--- src/rtl/riscv_pkg.sv ---
// riscv_pkg: opcodes, datapath select encodings and control FSM state/class types for the multi-cycle RV32I core.
package riscv_pkg;
  localparam logic [6:0] OPC_R     = 7'b0110011;
  localparam logic [6:0] OPC_I     = 7'b0010011;
  localparam logic [6:0] OPC_LOAD  = 7'b0000011;
  localparam logic [6:0] OPC_S     = 7'b0100011;
  localparam logic [6:0] OPC_B     = 7'b1100011;
  localparam logic [6:0] OPC_JAL   = 7'b1101111;
  localparam logic [6:0] OPC_JALR  = 7'b1100111;
  localparam logic [6:0] OPC_LUI   = 7'b0110111;
  localparam logic [6:0] OPC_AUIPC = 7'b0010111;
  typedef enum logic [2:0] {IMM_NONE, IMM_I, IMM_S, IMM_B, IMM_U, IMM_J} imm_type_e;
  typedef enum logic [1:0] {A_RS1, A_PC, A_ZERO} alu_a_sel_e;
  typedef enum logic [1:0] {B_RS2, B_IMM, B_FOUR} alu_b_sel_e;
  typedef enum logic [1:0] {OP_ADD, OP_FUNCT, OP_CMP} alu_op_e;
  typedef enum logic [1:0] {PC_PLUS4, PC_TARGET, PC_JALR} pc_sel_e;
  typedef enum logic [1:0] {WB_ALU, WB_MEM, WB_PC4} wb_sel_e;
  typedef enum logic [2:0] {ST_IDLE, ST_FETCH, ST_DECODE, ST_EXECUTE, ST_MEM, ST_WB, ST_TRAP} ctrl_state_e;
  typedef enum logic [3:0] {CL_R, CL_I, CL_LOAD, CL_S, CL_B, CL_JAL, CL_JALR, CL_LUI, CL_AUIPC} inst_class_e;
endpackage

--- src/rtl/mc_main_decoder.sv ---
// mc_main_decoder: maps an opcode to its instruction class, immediate format and legality.
module mc_main_decoder import riscv_pkg::*; (
  input  logic [6:0]  opcode,
  output inst_class_e cls,
  output imm_type_e   imm_type,
  output logic        legal
);
  always_comb begin
    cls = CL_R;
    imm_type = IMM_NONE;
    legal = 1'b1;
    case (opcode)
      OPC_R:     cls = CL_R;
      OPC_I:     begin cls = CL_I;     imm_type = IMM_I; end
      OPC_LOAD:  begin cls = CL_LOAD;  imm_type = IMM_I; end
      OPC_S:     begin cls = CL_S;     imm_type = IMM_S; end
      OPC_B:     begin cls = CL_B;     imm_type = IMM_B; end
      OPC_JAL:   begin cls = CL_JAL;   imm_type = IMM_J; end
      OPC_JALR:  begin cls = CL_JALR;  imm_type = IMM_I; end
      OPC_LUI:   begin cls = CL_LUI;   imm_type = IMM_U; end
      OPC_AUIPC: begin cls = CL_AUIPC; imm_type = IMM_U; end
      default:   legal = 1'b0;
    endcase
  end
endmodule

--- src/rtl/multicycle_ctrl_fsm.sv ---
// multicycle_ctrl_fsm: fetch/decode/execute/mem/writeback sequencer for the multi-cycle RV32I core.
module multicycle_ctrl_fsm import riscv_pkg::*; #(
  parameter int XLEN      = 32,
  parameter int INSTRET_W = 32
) (
  input  logic                 clk,
  input  logic                 rst_n,
  input  logic                 run,
  output logic                 imem_req,
  input  logic                 imem_ready,
  input  logic [XLEN-1:0]      instr,
  output logic [XLEN-1:0]      ir,
  output logic [2:0]           imm_type,
  output logic [1:0]           alu_a_sel,
  output logic [1:0]           alu_b_sel,
  output logic [1:0]           alu_op,
  input  logic                 branch_taken,
  output logic                 pc_we,
  output logic [1:0]           pc_sel,
  output logic                 dmem_req,
  output logic                 dmem_we,
  input  logic                 dmem_ready,
  output logic                 rf_we,
  output logic [1:0]           wb_sel,
  output logic                 illegal_instr,
  output logic [INSTRET_W-1:0] instret
);
  ctrl_state_e          state_q, state_d;
  logic [XLEN-1:0]      ir_q, ir_d;
  logic [INSTRET_W-1:0] instret_q, instret_d;
  logic                 illegal_q, illegal_d;
  logic                 done;
  inst_class_e          cls;
  imm_type_e            dec_imm;
  logic                 legal;

  mc_main_decoder u_dec (
    .opcode   (ir_q[6:0]),
    .cls      (cls),
    .imm_type (dec_imm),
    .legal    (legal)
  );

  // done marks the retiring cycle: count it and sample run for the next step
  always_comb begin
    state_d = state_q;
    ir_d = ir_q;
    instret_d = instret_q;
    illegal_d = illegal_q;
    done = 1'b0;
    imem_req = 1'b0;
    imm_type = IMM_NONE;
    alu_a_sel = A_RS1;
    alu_b_sel = B_RS2;
    alu_op = OP_ADD;
    pc_we = 1'b0;
    pc_sel = PC_PLUS4;
    dmem_req = 1'b0;
    dmem_we = 1'b0;
    rf_we = 1'b0;
    wb_sel = WB_ALU;
    case (state_q)
      ST_IDLE: state_d = run ? ST_FETCH : ST_IDLE;
      ST_FETCH: begin
        imem_req = 1'b1;
        ir_d = imem_ready ? instr : ir_q;
        state_d = imem_ready ? ST_DECODE : ST_FETCH;
      end
      ST_DECODE: begin
        state_d = legal ? ST_EXECUTE : ST_TRAP;
        illegal_d = illegal_q | ~legal;
      end
      ST_EXECUTE: begin
        imm_type = dec_imm;
        alu_a_sel = cls == CL_LUI ? A_ZERO : cls == CL_AUIPC ? A_PC : A_RS1;
        alu_b_sel = cls inside {CL_I, CL_LOAD, CL_S, CL_LUI, CL_AUIPC} ? B_IMM : B_RS2;
        alu_op = cls inside {CL_R, CL_I} ? OP_FUNCT : cls == CL_B ? OP_CMP : OP_ADD;
        state_d = cls inside {CL_LOAD, CL_S} ? ST_MEM : ST_WB;
        pc_we = cls == CL_B;
        pc_sel = cls == CL_B && branch_taken ? PC_TARGET : PC_PLUS4;
        done = cls == CL_B;
      end
      ST_MEM: begin
        imm_type = dec_imm;
        dmem_req = 1'b1;
        dmem_we = cls == CL_S;
        pc_we = dmem_ready && cls == CL_S;
        done = dmem_ready && cls == CL_S;
        state_d = dmem_ready ? ST_WB : ST_MEM;
      end
      ST_WB: begin
        imm_type = dec_imm;
        rf_we = 1'b1;
        pc_we = 1'b1;
        wb_sel = cls == CL_LOAD ? WB_MEM : cls inside {CL_JAL, CL_JALR} ? WB_PC4 : WB_ALU;
        pc_sel = cls == CL_JAL ? PC_TARGET : cls == CL_JALR ? PC_JALR : PC_PLUS4;
        done = 1'b1;
      end
      default: state_d = ST_TRAP;
    endcase
    if (done) begin
      instret_d = instret_q + INSTRET_W'(1);
      state_d = run ? ST_FETCH : ST_IDLE;
    end
  end

  always_ff @(posedge clk or negedge rst_n) begin
    if (!rst_n) begin
      state_q <= ST_IDLE;
      ir_q <= '0;
      instret_q <= '0;
      illegal_q <= 1'b0;
    end else begin
      state_q <= state_d;
      ir_q <= ir_d;
      instret_q <= instret_d;
      illegal_q <= illegal_d;
    end
  end

  assign ir = ir_q;
  assign instret = instret_q;
  assign illegal_instr = illegal_q;
endmodule

--- config.mk ---
export PLATFORM = sky130hd
export DESIGN_NAME = multicycle_ctrl_fsm
export DESIGN_NICKNAME = d
export VERILOG_FILES = /design/src/rtl/riscv_pkg.sv /design/src/rtl/mc_main_decoder.sv /design/src/rtl/multicycle_ctrl_fsm.sv
export SDC_FILE = /design/constraint.sdc
export NUM_CORES = 1
export LEC_CHECK = 0
export BUFFER_PORTS_ARGS = -buffer_cell sky130_fd_sc_hd__buf_2
export CAP_MARGIN = 10
export CORE_ASPECT_RATIO = 0.6
export CORE_MARGIN = 2
export CORE_UTILIZATION = 40
export CTS_CLUSTER_SIZE = 14
export DETAILED_ROUTE_END_ITERATION = 6
export PLACE_DENSITY = 0.73
export SETUP_SLACK_MARGIN = 0.15
export SYNTH_ARGS = -nofsm -noshare
export SYNTH_HDL_FRONTEND = slang
export SYNTH_SLANG_ARGS = --single-unit
--- constraint.sdc ---
create_clock -name clk -period 2.2 [get_ports clk]
set_clock_uncertainty 0.2 [all_clocks]
set_input_delay 0.11 -clock clk [delete_from_list [all_inputs] [get_ports clk]]
set_output_delay 0.11 -clock clk [all_outputs]
set_load 0.03 [all_outputs]
==> qor.yml <==
floorplan:
  core_area_sq_um: 8010
  die_area_sq_um: 9170
  chipWidth_um: 122
  rows: 25
  fp.dieH_um: 75.0
  start_util_pct: 42.0
  io_pins: 121
clocking:
  clock-root-buffer: "clkbuf_16"
  cts_buffers: 9
  clock_path_buffers: 2
  clock_latency_ps: 340
  cts_max_level: 3
  clkTransAtPathRegs_ps: 60
  clock_sinks: 68
  cts_tree: "done"
logic_synthesis:
  synth_edf_count: 0
  synth.most_common_cell: "dfrtp_1"
  synth_area_leaders: "dfrtp_1 51%, mux2_2 10%, xor2_1 4.7%"
  yosysSeqAreaShare_pct: 50.7
  synth_area_per_cell_sq_um: 10.9
  synth_warnings: 0
  async_flop_share_pct: 100
  ys.flop_type: "dfrtp_1"
  synth_cell_types: 47
  yosysTopAreaCellShare_pct: 50.7
  ys_ff_latch: 68
  synthTopCellsByCount: "68 x dfrtp_1, 31 x mux2_2, 22 x nand2_1, 18 x xor2_1"
  syn_inst: 308
  syn_area_sq_um: 3360
  synth.largest_area_cell: "dfrtp_1"
  synth_fp_nets: 347
run_status:
  status: "complete, but fails checks"
  failed_checks: "setup timing"
global_route:
  track_usage_pct: 24.5
  antenna_found_initial: 0
  grt_pass1_wl_mm: 16.9
  grt_pass1_vias: 3271
  grt_max_degree: 34
  grt_overflow: 0
critical_path:
  r2r_setup_slack_ps: -120
  cp_slowest_cell: "dfrtp_2"
  critPathMaxFanout: 7
  rr_endpoint: "instret[18]"
  cp_cell_sequence: "buf_6 -> a211o_1 -> a211oi_2 -> mux2i_1 -> and2_4 -> buf_6"
  start_kind: "register"
  critPathRequiredTime_ps: 1890
  worst-path-buf-inv: 2
  critPathKind: "register to output port"
  rr_worst_depth: 8
  cp_common_cell: "buf_6"
  cpPeakStageDelay_ps: 470
  critPathTopFamily: "compound AO/OA/AOI/OAI gates"
  r2r-start: "ir[6]"
  worstSetupEndpointType: "output port"
  arrival_ps: 2040
placement:
  detailed_place_hpwl_mm: 6.50
  gp_congestion: 0.941
  port_buffers: 119
  place_ws_ps: 7.53
drt:
  drc: 0
  wl_per_cell_um: 18.2
  ant_nets: 0
  wl_mm: 11.3
  via_per_inst: 5.25
  dr.pass1.iters: 4
  vias: 3250
  drt_iter0_markers: 217
power:
  power.share.combinational_pct: 46.0
  p_per_area_nw_per_um2: 1100
  leakagePower_uw: 0.00294
  switchingPower_uw: 2600
  switching_share_pct: 41.6
  seq_power_share_pct: 30.6
  clockPowerShare_pct: 23.4
  total_power_uw: 6260
  vdd_drop_max_uv: 990
  p_int_uw: 3660
final_layout:
  seq_area_sq_um: 1710
  antenna-diode-count: 0
  multiInputGateArea_sq_um: 2020
  fin_nets: 545
  area_growth_pct: 69.6
  fillers: 535
  final_layout_size_suffix_gt1_share_pct: 56.9
timing:
  period_needed_ps: 2350
  worst_pin_slew_ps: 736
  post-route-period-util_pct: 107
  rsz0062_at_grt: "yes"
  hold_viol_final: 0
  whs_ps: 150
  fin_tns_setup_ps: -532
  slew_headroom_pct: 50.9
  fmax_mhz: 425
  setup_ws_ps: -151
  setup_viol: 7
  drv_slew: 0
worst_hold_path:
  min_to: "state_q[0]"
  min_path_type: "input port to register"
  hp-start: "dmem_ready"
  holdPathStages: 4
job:
  drv_cap: 0
placed cells by master (no fill, tap or decap), types with 3 or more instances in the layout:
master,n
mux2i_1,3
buf_4,35
nand2b_4,3
nor3_4,10
mux2_2,31
and3_1,3
a21oi_2,3
a21oi_1,5
clkbuf_16,9
and2_1,3
nor4_4,9
xnor2_1,12
nor2_4,7
buf_2,106
inv_1,11
nor2_1,9
dlygate4sd3_1,35
dfrtp_1,60
nand4_1,8
nand3_1,7
nor3_2,6
nand2b_1,4
buf_6,25
nand2_1,19
xor2_1,18
dfrtp_2,8
power by group through the flow:
stage               registers [uW]  logic (uW)  clock network [uW]
floorplan                     2480         924                   0
global placement              1860        2280                   0
detailed placement            1870        2290                   0
CTS                           1870        2550                1500
global route                  1950        3030                1550
finish                        1920        2880                1460
sequential cells by signal, summed over array words and instances (netlist names):
signal         flops
instret           32
state_q            3
illegal_instr      1
ir                32
layer usage:
layer | vias up | GRT usage (%) | wire [um]
met1 | 1594 | 32.2 | 4900
met3 | 22 | 8.79 | 766
met5 | - | 0 | 0
li1 | 1488 | - | -
met4 | 0 | 8.17 | 249
met2 | 146 | 38.1 | 5370
how the worst max path moves through the flow:
stage / from / to / slack [ps] / cells after the start
finish: ir[6] / pc_sel[0] / -150 / 6
CTS: ir[3] / pc_sel[0] / -180 / 6
global route: ir[6] / alu_b_sel[0] / -240 / 6
floorplan: ir[2] / instret[1] / 40 / 5
detailed placement: ir[3] / instret[28] / 8 / 6
global placement: ir[6] / pc_sel[0] / -20 / 6
cell families (layout without fill, tap and decap cells):
| logic type | Yosys count | in the layout | synth area share [%] |
|---|---|---|---|
| other | 1 | 1 | 0.112 |
| adders and majority gates | 1 | 1 | 0.372 |
| AOI/OAI and AO/OA | 31 | 31 | 6.15 |
| DFF | 68 | 68 | 50.7 |
| muxes | 35 | 35 | 11.6 |
| buffers and inverters | 29 | 232 | 3.80 |
| and+or+nand+nor | 112 | 112 | 19.2 |
| xor gates and xnor gates | 31 | 31 | 8.08 |
through the flow:
| step | cell area (sq um) | utilization (%) | std cells |
|---|---|---|---|
| after floorplan | 3490 | - | 308 |
| after global placement | 4340 | 54.2 | 545 |
| after detailed placement | 4340 | 54.2 | 545 |
| after CTS | 5420 | 67.7 | 608 |
| after global routing | 5700 | 71.2 | 619 |
| final | 5700 | 71.2 | 619 |
repair_timing:
action                                 CTS  global route
hold buffers                            35             0
endpoints found under the hold margin   61             0
setup endpoints to repair               28            46
gates resized for setup                 77            49
pin swaps                               60            27
gates cloned                             2             0
buffers inserted                        10            11
final cells by class:
class                   instances  area share [%]
multi-input cells             211            35.5
flip-flops and latches         68            30.0
repair buffers                204            26.0
clock buffers                  10            4.19
well taps                     108            2.37
clock inverters                 6            1.12
inverters                      12           0.834
worst reg2reg max path: stages, from the launching register on:
cell     delay, ps
dfrtp_2        470
buf_6          150
buf_4          120
nor3b_2        210
and4_4         310
o31ai_4         90
buf_6          170
nor4_4         290
xor2_1         210
(Power assumes the default switching activity.)
